## src/rtl/branch_resolver_pkg.sv

```systemverilog
// Shared types and constants for the branch resolver slice.
// Latency: n/a (package only).
// Backpressure: n/a (package only).
// Contents: branch opcode constants, prediction queue entry struct,
//           resolver state enum, fall-through PC helper.
package br_pkg;

    localparam logic [5:0] OPC_BEQ = 6'b000100;
    localparam logic [5:0] OPC_BNE = 6'b000101;

    // One in-flight prediction, stored at fetch time and consumed in order at resolve.
    typedef struct packed {
        logic [31:0] pc;
        logic [31:0] instruction;
        logic [31:0] target;
        logic        taken;
    } br_entry_t;

    typedef enum logic {
        IDLE  = 1'b0,
        FLUSH = 1'b1
    } br_state_e;

    // Sequential PC after a not-taken branch; wraps modulo 2^32.
    function automatic logic [31:0] fallthrough_pc(input logic [31:0] pc);
        return pc + 32'd4;
    endfunction

endpackage

```

## src/rtl/branch_resolver_if.sv

```systemverilog
// Fetch/execute/predictor-facing signal bundle of the branch resolver.
// Latency: n/a (wires only).
// Backpressure: pred_valid/pred_ready handshake on the push side; res_valid has no ready.
// Modports: master = fetch/execute side (drives pred_* and res_*),
//           slave  = resolver side (drives pred_ready, modify_*, true_taken, redirect_*).
interface branch_resolver_if;

    logic        pred_valid;
    logic        pred_ready;
    logic [31:0] pred_pc;
    logic [31:0] pred_instruction;
    logic [31:0] pred_target;
    logic        pred_taken;

    logic        res_valid;
    logic        res_taken;

    logic [31:0] modify_pc;
    logic [31:0] modify_instruction;
    logic        true_taken;

    logic        redirect_valid;
    logic [31:0] redirect_pc;

    modport master (
        output pred_valid, pred_pc, pred_instruction, pred_target, pred_taken,
        output res_valid, res_taken,
        input  pred_ready, modify_pc, modify_instruction, true_taken,
        input  redirect_valid, redirect_pc
    );

    modport slave (
        input  pred_valid, pred_pc, pred_instruction, pred_target, pred_taken,
        input  res_valid, res_taken,
        output pred_ready, modify_pc, modify_instruction, true_taken,
        output redirect_valid, redirect_pc
    );

endinterface

```

## src/rtl/branch_resolver_queue.sv

```systemverilog
// br_queue: synchronous FIFO of in-flight predictions with push/pop/clear.
// Latency: push visible at head the cycle after it is written; head is read combinationally.
// Backpressure: push ignored when full, pop ignored when empty; clear wins over both.
// Ports: clk, rst_n, push/push_dat, pop, clear, head_dat, full, empty.
module br_queue
    import br_pkg::*;
#(
    parameter int DEPTH = 4
) (
    input  logic      clk,
    input  logic      rst_n,
    input  logic      push,
    input  br_entry_t push_dat,
    input  logic      pop,
    input  logic      clear,
    output br_entry_t head_dat,
    output logic      full,
    output logic      empty
);

    localparam int AW = $clog2(DEPTH);

    br_entry_t        mem [DEPTH];
    logic [AW-1:0]    wr_ptr;
    logic [AW-1:0]    rd_ptr;
    // One bit wider than the pointers so DEPTH entries (full) differs from 0 (empty).
    logic [AW:0]      count;
    logic             wr_en;
    logic             rd_en;

    assign full     = (count == (AW+1)'(DEPTH));
    assign empty    = (count == '0);
    assign wr_en    = push && !full && !clear;
    assign rd_en    = pop && !empty && !clear;
    assign head_dat = mem[rd_ptr];

    // Storage carries no reset; validity is tracked entirely by count.
    always_ff @(posedge clk) begin
        if (wr_en) begin
            mem[wr_ptr] <= push_dat;
        end
    end

    // DEPTH is a power of two, so pointer overflow is the modulo-DEPTH wrap.
    always_ff @(posedge clk or negedge rst_n) begin
        if (!rst_n) begin
            wr_ptr <= '0;
            rd_ptr <= '0;
            count  <= '0;
        end else if (clear) begin
            wr_ptr <= '0;
            rd_ptr <= '0;
            count  <= '0;
        end else begin
            if (wr_en) begin
                wr_ptr <= wr_ptr + AW'(1);
            end
            if (rd_en) begin
                rd_ptr <= rd_ptr + AW'(1);
            end
            if (wr_en && !rd_en) begin
                count <= count + (AW+1)'(1);
            end else if (rd_en && !wr_en) begin
                count <= count - (AW+1)'(1);
            end
        end
    end

endmodule

```

## src/rtl/branch_resolver.sv

```systemverilog
// branch_resolver: queues fetch predictions, resolves them in order, redirects and flushes on mispredict.
// Latency: resolve outputs and redirect pulse are registered, valid one cycle after res_valid.
// Backpressure: pred_ready low when the queue is full or during the FLUSH window.
// Ports: clk, rst_n, br (branch_resolver_if.slave), flush_o, underflow_err;
//        with BR_RESOLVER_STATS_EN defined also resolved_cnt and mispredict_cnt.
module branch_resolver
    import br_pkg::*;
#(
    parameter int DEPTH        = 4,  // power of two, 2..16
    parameter int FLUSH_CYCLES = 2   // at least 1
) (
    input  logic                clk,
    input  logic                rst_n,
    branch_resolver_if.slave    br,
    output logic                flush_o,
    output logic                underflow_err
`ifdef BR_RESOLVER_STATS_EN
    ,
    output logic [31:0]         resolved_cnt,
    output logic [31:0]         mispredict_cnt
`endif
);

    localparam int FCW = (FLUSH_CYCLES < 2) ? 1 : $clog2(FLUSH_CYCLES + 1);

    br_state_e       state_q;
    logic [FCW-1:0]  flush_cnt_q;
    // Low during and for the first edge after reset so pred_ready reads 0 in reset.
    logic            alive_q;

    br_entry_t       head;
    br_entry_t       push_entry;
    logic            q_full;
    logic            q_empty;

    logic            in_idle;
    logic            do_push;
    logic            do_pop;
    logic            mispredict;
    logic            res_on_empty;

    logic [31:0]     modify_pc_q;
    logic [31:0]     modify_instruction_q;
    logic            true_taken_q;
    logic            redirect_valid_q;
    logic [31:0]     redirect_pc_q;
    logic            underflow_q;

    assign in_idle      = (state_q == IDLE);
    // Fullness is the registered queue state, so a same-cycle pop never frees a slot early.
    assign br.pred_ready = alive_q && in_idle && !q_full;
    assign do_push      = br.pred_valid && br.pred_ready;
    assign do_pop       = br.res_valid && in_idle && !q_empty;
    assign mispredict   = do_pop && (br.res_taken != head.taken);
    assign res_on_empty = br.res_valid && in_idle && q_empty;

    assign push_entry = '{pc:          br.pred_pc,
                          instruction: br.pred_instruction,
                          target:      br.pred_target,
                          taken:       br.pred_taken};

    // A mispredict clears the queue, which also drops any same-cycle push.
    br_queue #(
        .DEPTH (DEPTH)
    ) u_queue (
        .clk      (clk),
        .rst_n    (rst_n),
        .push     (do_push && !mispredict),
        .push_dat (push_entry),
        .pop      (do_pop),
        .clear    (mispredict),
        .head_dat (head),
        .full     (q_full),
        .empty    (q_empty)
    );

    always_ff @(posedge clk or negedge rst_n) begin
        if (!rst_n) begin
            alive_q <= 1'b0;
        end else begin
            alive_q <= 1'b1;
        end
    end

    // Control FSM: FLUSH lasts exactly FLUSH_CYCLES cycles after the mispredict edge.
    always_ff @(posedge clk or negedge rst_n) begin
        if (!rst_n) begin
            state_q     <= IDLE;
            flush_cnt_q <= '0;
            flush_o     <= 1'b0;
        end else begin
            case (state_q)
                IDLE: begin
                    if (mispredict) begin
                        state_q     <= FLUSH;
                        flush_cnt_q <= FCW'(FLUSH_CYCLES);
                        flush_o     <= 1'b1;
                    end
                end
                FLUSH: begin
                    flush_cnt_q <= flush_cnt_q - FCW'(1);
                    if (flush_cnt_q == FCW'(1)) begin
                        state_q <= IDLE;
                        flush_o <= 1'b0;
                    end
                end
                default: begin
                    state_q <= IDLE;
                    flush_o <= 1'b0;
                end
            endcase
        end
    end

    // Resolve-side outputs; values hold until the next pop.
    always_ff @(posedge clk or negedge rst_n) begin
        if (!rst_n) begin
            modify_pc_q          <= '0;
            modify_instruction_q <= '0;
            true_taken_q         <= 1'b0;
            redirect_valid_q     <= 1'b0;
            redirect_pc_q        <= '0;
            underflow_q          <= 1'b0;
        end else begin
            redirect_valid_q <= mispredict;
            if (do_pop) begin
                modify_pc_q          <= head.pc;
                modify_instruction_q <= head.instruction;
                true_taken_q         <= br.res_taken;
            end
            if (mispredict) begin
                redirect_pc_q <= br.res_taken ? head.target : fallthrough_pc(head.pc);
            end
            if (res_on_empty) begin
                underflow_q <= 1'b1;
            end
        end
    end

    assign br.modify_pc          = modify_pc_q;
    assign br.modify_instruction = modify_instruction_q;
    assign br.true_taken         = true_taken_q;
    assign br.redirect_valid     = redirect_valid_q;
    assign br.redirect_pc        = redirect_pc_q;
    assign underflow_err         = underflow_q;

`ifdef BR_RESOLVER_STATS_EN
    // Saturating event counters; they stop at all-ones rather than wrapping.
    always_ff @(posedge clk or negedge rst_n) begin
        if (!rst_n) begin
            resolved_cnt   <= '0;
            mispredict_cnt <= '0;
        end else begin
            if (do_pop && (resolved_cnt != '1)) begin
                resolved_cnt <= resolved_cnt + 32'd1;
            end
            if (mispredict && (mispredict_cnt != '1)) begin
                mispredict_cnt <= mispredict_cnt + 32'd1;
            end
        end
    end
`endif

endmodule

```

## src/flat_wrapper.sv

```systemverilog
// flat-port wrapper written by rule: the top's interface ports become plain ports
module branch_resolver_flat import br_pkg::*;
#(
    parameter int DEPTH        = 4,                        
    parameter int FLUSH_CYCLES = 2                
)
  (clk, rst_n, flush_o, underflow_err, br_pred_valid, br_pred_pc, br_pred_instruction, br_pred_target, br_pred_taken, br_res_valid, br_res_taken, br_pred_ready, br_modify_pc, br_modify_instruction, br_true_taken, br_redirect_valid, br_redirect_pc);
  branch_resolver_if br_i ();
  input  logic clk;
  input  logic rst_n;
  output logic flush_o;
  output logic underflow_err;
  input wire logic [$bits(br_i.pred_valid)-1:0] br_pred_valid;
  input wire logic [$bits(br_i.pred_pc)-1:0] br_pred_pc;
  input wire logic [$bits(br_i.pred_instruction)-1:0] br_pred_instruction;
  input wire logic [$bits(br_i.pred_target)-1:0] br_pred_target;
  input wire logic [$bits(br_i.pred_taken)-1:0] br_pred_taken;
  input wire logic [$bits(br_i.res_valid)-1:0] br_res_valid;
  input wire logic [$bits(br_i.res_taken)-1:0] br_res_taken;
  output wire logic [$bits(br_i.pred_ready)-1:0] br_pred_ready;
  output wire logic [$bits(br_i.modify_pc)-1:0] br_modify_pc;
  output wire logic [$bits(br_i.modify_instruction)-1:0] br_modify_instruction;
  output wire logic [$bits(br_i.true_taken)-1:0] br_true_taken;
  output wire logic [$bits(br_i.redirect_valid)-1:0] br_redirect_valid;
  output wire logic [$bits(br_i.redirect_pc)-1:0] br_redirect_pc;
  assign br_i.pred_valid = br_pred_valid;
  assign br_i.pred_pc = br_pred_pc;
  assign br_i.pred_instruction = br_pred_instruction;
  assign br_i.pred_target = br_pred_target;
  assign br_i.pred_taken = br_pred_taken;
  assign br_i.res_valid = br_res_valid;
  assign br_i.res_taken = br_res_taken;
  assign br_pred_ready = br_i.pred_ready;
  assign br_modify_pc = br_i.modify_pc;
  assign br_modify_instruction = br_i.modify_instruction;
  assign br_true_taken = br_i.true_taken;
  assign br_redirect_valid = br_i.redirect_valid;
  assign br_redirect_pc = br_i.redirect_pc;
  branch_resolver #(.DEPTH(DEPTH), .FLUSH_CYCLES(FLUSH_CYCLES)) u_core (.clk(clk), .rst_n(rst_n), .br(br_i), .flush_o(flush_o), .underflow_err(underflow_err));
endmodule
```

## config.mk

```make
export PLATFORM = sky130hd
export DESIGN_NAME = branch_resolver_flat
export DESIGN_NICKNAME = d
export VERILOG_FILES = /design/src/rtl/branch_resolver_pkg.sv /design/src/rtl/branch_resolver_if.sv /design/src/rtl/branch_resolver_queue.sv /design/src/rtl/branch_resolver.sv /design/src/flat_wrapper.sv
export SDC_FILE = /design/constraint.sdc
export NUM_CORES = 1
export LEC_CHECK = 0
export ABC_AREA = 1
export CAP_MARGIN = 20
export CORE_MARGIN = 2
export CORE_UTILIZATION = 50
export CTS_CLUSTER_DIAMETER = 100
export DETAILED_ROUTE_END_ITERATION = 10
export PLACE_DENSITY = 0.74
export SLEW_MARGIN = 20
export SYNTH_ARGS = -nofsm -noshare
export SYNTH_HDL_FRONTEND = slang
export SYNTH_SLANG_ARGS = --single-unit
```

## constraint.sdc

```tcl
create_clock -name clk -period 11.7 [get_ports clk]
set_input_delay 2.34 -clock clk [delete_from_list [all_inputs] [get_ports clk]]
set_output_delay 2.34 -clock clk [all_outputs]
set_load 0.005 [all_outputs]
```

==> results.yml <==
run_status:
  status: "finished, final reports clean"
route:
  via_per_inst: 5.548
  drc: 0
  dr.pass1.iters: 5
  route.vias.total: 14180
  wl_per_cell_um: 20.66
  drtAntennaViolNets: 0
  drt-total-wl_mm: 52.81
  detail_route.iter0.violations: 1400
sta:
  finalSetupViolations: 0
  rsz0062_at_grt: "no"
  final_hold_viol_count: 0
  setup_tns_ns: 0
  worst_pin_slew_ns: 1.093
  period_share_pct: 52.17
  max_clock_freq_mhz: 163.8
  slew_headroom_pct: 27.14
  min_period_ns: 6.104
  slew_viol_final: 0
  fin_worst_skew_ns: 0.01353
setup_path:
  critical_path_arrival_ns: 6.33
  reg2reg_to: "u_core.u_queue.mem[2][88]"
  path_class: "input port to flop"
  path_max_fanout: 68
  critPathLaunchType: "input port"
  worst-endpoint-required_ns: 11.92
  reg2reg_depth: 12
  crit_path_end_kind: "flop"
  worst-r2r-setup-slack_ns: 6.04
  rr_startpoint: "u_core.u_queue.rd_ptr[0]"
layout:
  areaGrowthSynthToFinish_pct: 20.20
  layout.cells.non_filler: 2556
  fill_cells: 3134
  final_layout_size_suffix_gt1_share_pct: 7.316
  nNetsFinal: 2092
  stdcell_area_sq_um: 24530
  finish.utilization_pct: 60.50
power_and_ir_drop:
  vdd_drop_max_uv: 144.2
  power_density_nw_per_um2: 251.5
  leakage_nw: 9.188
  finalPower_w: 0.006170
synthesis:
  ys_types: 35
  synth_top_area_share_pct: 57.08
  synth-edff-count: 388
  ys_seq_area_share_pct: 70.69
  netlist.top_cell.by_area: "edfxtp_1"
  ys_warn_count: 0
  synthTopCellsByArea: "edfxtp_1 57%, dfrtp_1 14%, nand2_1 8.4%"
  synth_nets: 1918
  ys.flop_type: "edfxtp_1"
  netlist_instances: 1808
  ys_ff_latch: 499
  async_flop_share_pct: 22.24
  syn_area_per_cell_sq_um: 11.29
  synthesis.area_sq_um: 20410
clocking:
  cts_inserted_buffers: 50
  clkSlewWorstSetupHoldPaths_ns: 0.06
  cts.repair.resized: 0
  post-cts-setup-buffers: 0
  clock_sinks: 499
  root_buffer: "clkbuf_16"
  ctsHoldBuffers: 0
  clockBufferDepth: 3
  worstSkewPairLatency_ns: 0.59
  cts_tree: "yes"
  htreeDepth: 2
die:
  die-width_um: 206.0
  initial_utilization_pct: 50.33
  rows: 74
  io_pins: 203
  coreArea_sq_um: 40550
  dieHeight_um: 206.0
  dieArea_sq_um: 42450
grt:
  first_global_vias: 13520
  antenna_found_initial: 4
  grt_max_degree: 200
  grt_pass1_wl_mm: 79.56
  grt_usage_pct: 25.05
  overflow: 0
placement:
  hpwl_mm: 33.25
  dp.cells: 2460
  place_area_sq_um: 22760
  io_buffer_count: 202
  gp_congestion: 0.9102
min_path:
  worst_hold_path_type: "flop to flop"
  whs_endpoint: "u_core.flush_o"
  hold_path_startpoint: "u_core.state_q"
  whs_path_depth: 1
flow_run:
  max_cap_viol_count: 0
worst max path at each step:
stage | startpoint | to | slack, ns | depth (start not counted)
detailed placement | br_res_valid | u_core.u_queue.mem[1][41] | 4.96 | 9
CTS | br_res_valid | u_core.u_queue.mem[1][44] | 5.57 | 9
global route | br_res_valid | u_core.u_queue.mem[2][88] | 5.31 | 10
finish | br_res_valid | u_core.u_queue.mem[2][88] | 5.60 | 10
global placement | br_res_valid | u_core.u_queue.mem[3][68] | 5.01 | 10
floorplan | br_res_taken | u_core.u_queue.mem[0][0] | 3.99 | 6
area by class of cell:
cell class	instances	area [sq um]	share of cell area, %
diodes	1	2.502	0.01020
clock buffers	65	1400	5.707
clock inverters	28	317.8	1.295
inverters	56	220.2	0.8975
multi-input cells	1156	5309	21.64
flip-flops and latches	499	14440	58.84
well taps	532	665.6	2.713
repair buffers	219	2183	8.899
power by group:
| part | internal [W] | total, W | switching [W] | leakage [nW] |
|---|---|---|---|---|
| registers | 0.00221 | 0.00242 | 0.000210 | 4.80 |
| logic | 0.000790 | 0.00209 | 0.00130 | 3.54 |
| clock network | 0.000981 | 0.00166 | 0.000678 | 0.848 |
synth_stat cells (4+ instances only):
library cell	number
o22ai_1	5
ha_1	7
nand2_2	4
buf_6	7
xor2_1	6
nand2_1	458
inv_1	54
a2bb2oi_1	8
dfrtp_1	111
o21ai_0	134
nor2_2	6
nor2_1	261
or2_2	22
nand3_1	82
buf_4	9
buf_2	36
a21oi_1	70
a31oi_1	32
edfxtp_1	388
o21ai_1	5
a221oi_1	25
a21boi_1	16
clkbuf_1	42
stage by stage:
stage,hold slack [ns],worst slack [ns]
2_1_floorplan,0.4444,3.990
3_3_place_gp,0.4567,5.010
3_5_place_dp,0.4647,4.963
4_1_cts,0.4788,5.574
5_1_grt,0.5105,5.306
6_report,0.4790,5.596
placed cells by master, fill, tap and decap left out, types with 6 or more instances in the layout:
master / count
xor2_1: 6
a21oi_1: 70
a21boi_1: 16
nor2_1: 257
or2_2: 22
o21ai_0: 134
clkbuf_1: 8
nand3_1: 80
a221oi_1: 25
nand2_1: 458
inv_1: 52
bufinv_16: 6
edfxtp_1: 388
a31oi_1: 32
clkdlybuf4s50_1: 201
clkinv_2: 14
buf_4: 15
clkbuf_16: 52
dfrtp_1: 109
a2bb2oi_1: 8
ha_1: 7
nor2_4: 7
nor2_2: 6
sequential cells by signal, summed over array words and instances (netlist names):
signal                        cells
u_core.alive_q                    1
u_core.underflow_err              1
u_core.u_queue.wr_ptr             2
u_core.state_q                    1
u_core.flush_cnt_q                2
u_core.flush_o                    1
u_core.br.redirect_pc            32
u_core.u_queue.count              3
u_core.u_queue.mem              388
u_core.br.modify_instruction     32
u_core.br.modify_pc              32
u_core.br.redirect_valid          1
u_core.br.true_taken              1
u_core.u_queue.rd_ptr             2
cells by family (layout without fill, tap and decap cells):
logic type      after synthesis  in the layout  share of synthesized area [%]
buf+inv                     153            368                          3.494
compound gates              301            301                          8.509
xor+xnor                      6              6                         0.2575
fa+ha+maj                     8              8                         0.5272
other cells                   1              2                        0.01837
flops                       499            499                          70.69
simple gates                840            840                          16.50
worst max-delay path, stage by stage:
cell and delay, ns:
clkdlybuf4s50_1 0.44, nand3_2 0.08, buf_4 0.50, inv_2 0.08, nand3_2 0.09, buf_4 0.44
nand2_1 0.39, nor2_4 0.71, buf_4 0.56, buf_4 0.62
metal layers:
layer / vias up / part of all wire (%) / GRT usage (%)
li1: 6598 / - / -
met1: 6836 / 41 / 34.94
met2: 638 / 47 / 39.74
met3: 103 / 9.0 / 5.298
met4: 6 / 2.9 / 7.679
met5: - / 0.068 / 0
Note: power is estimated with default switching activity, not from simulation.
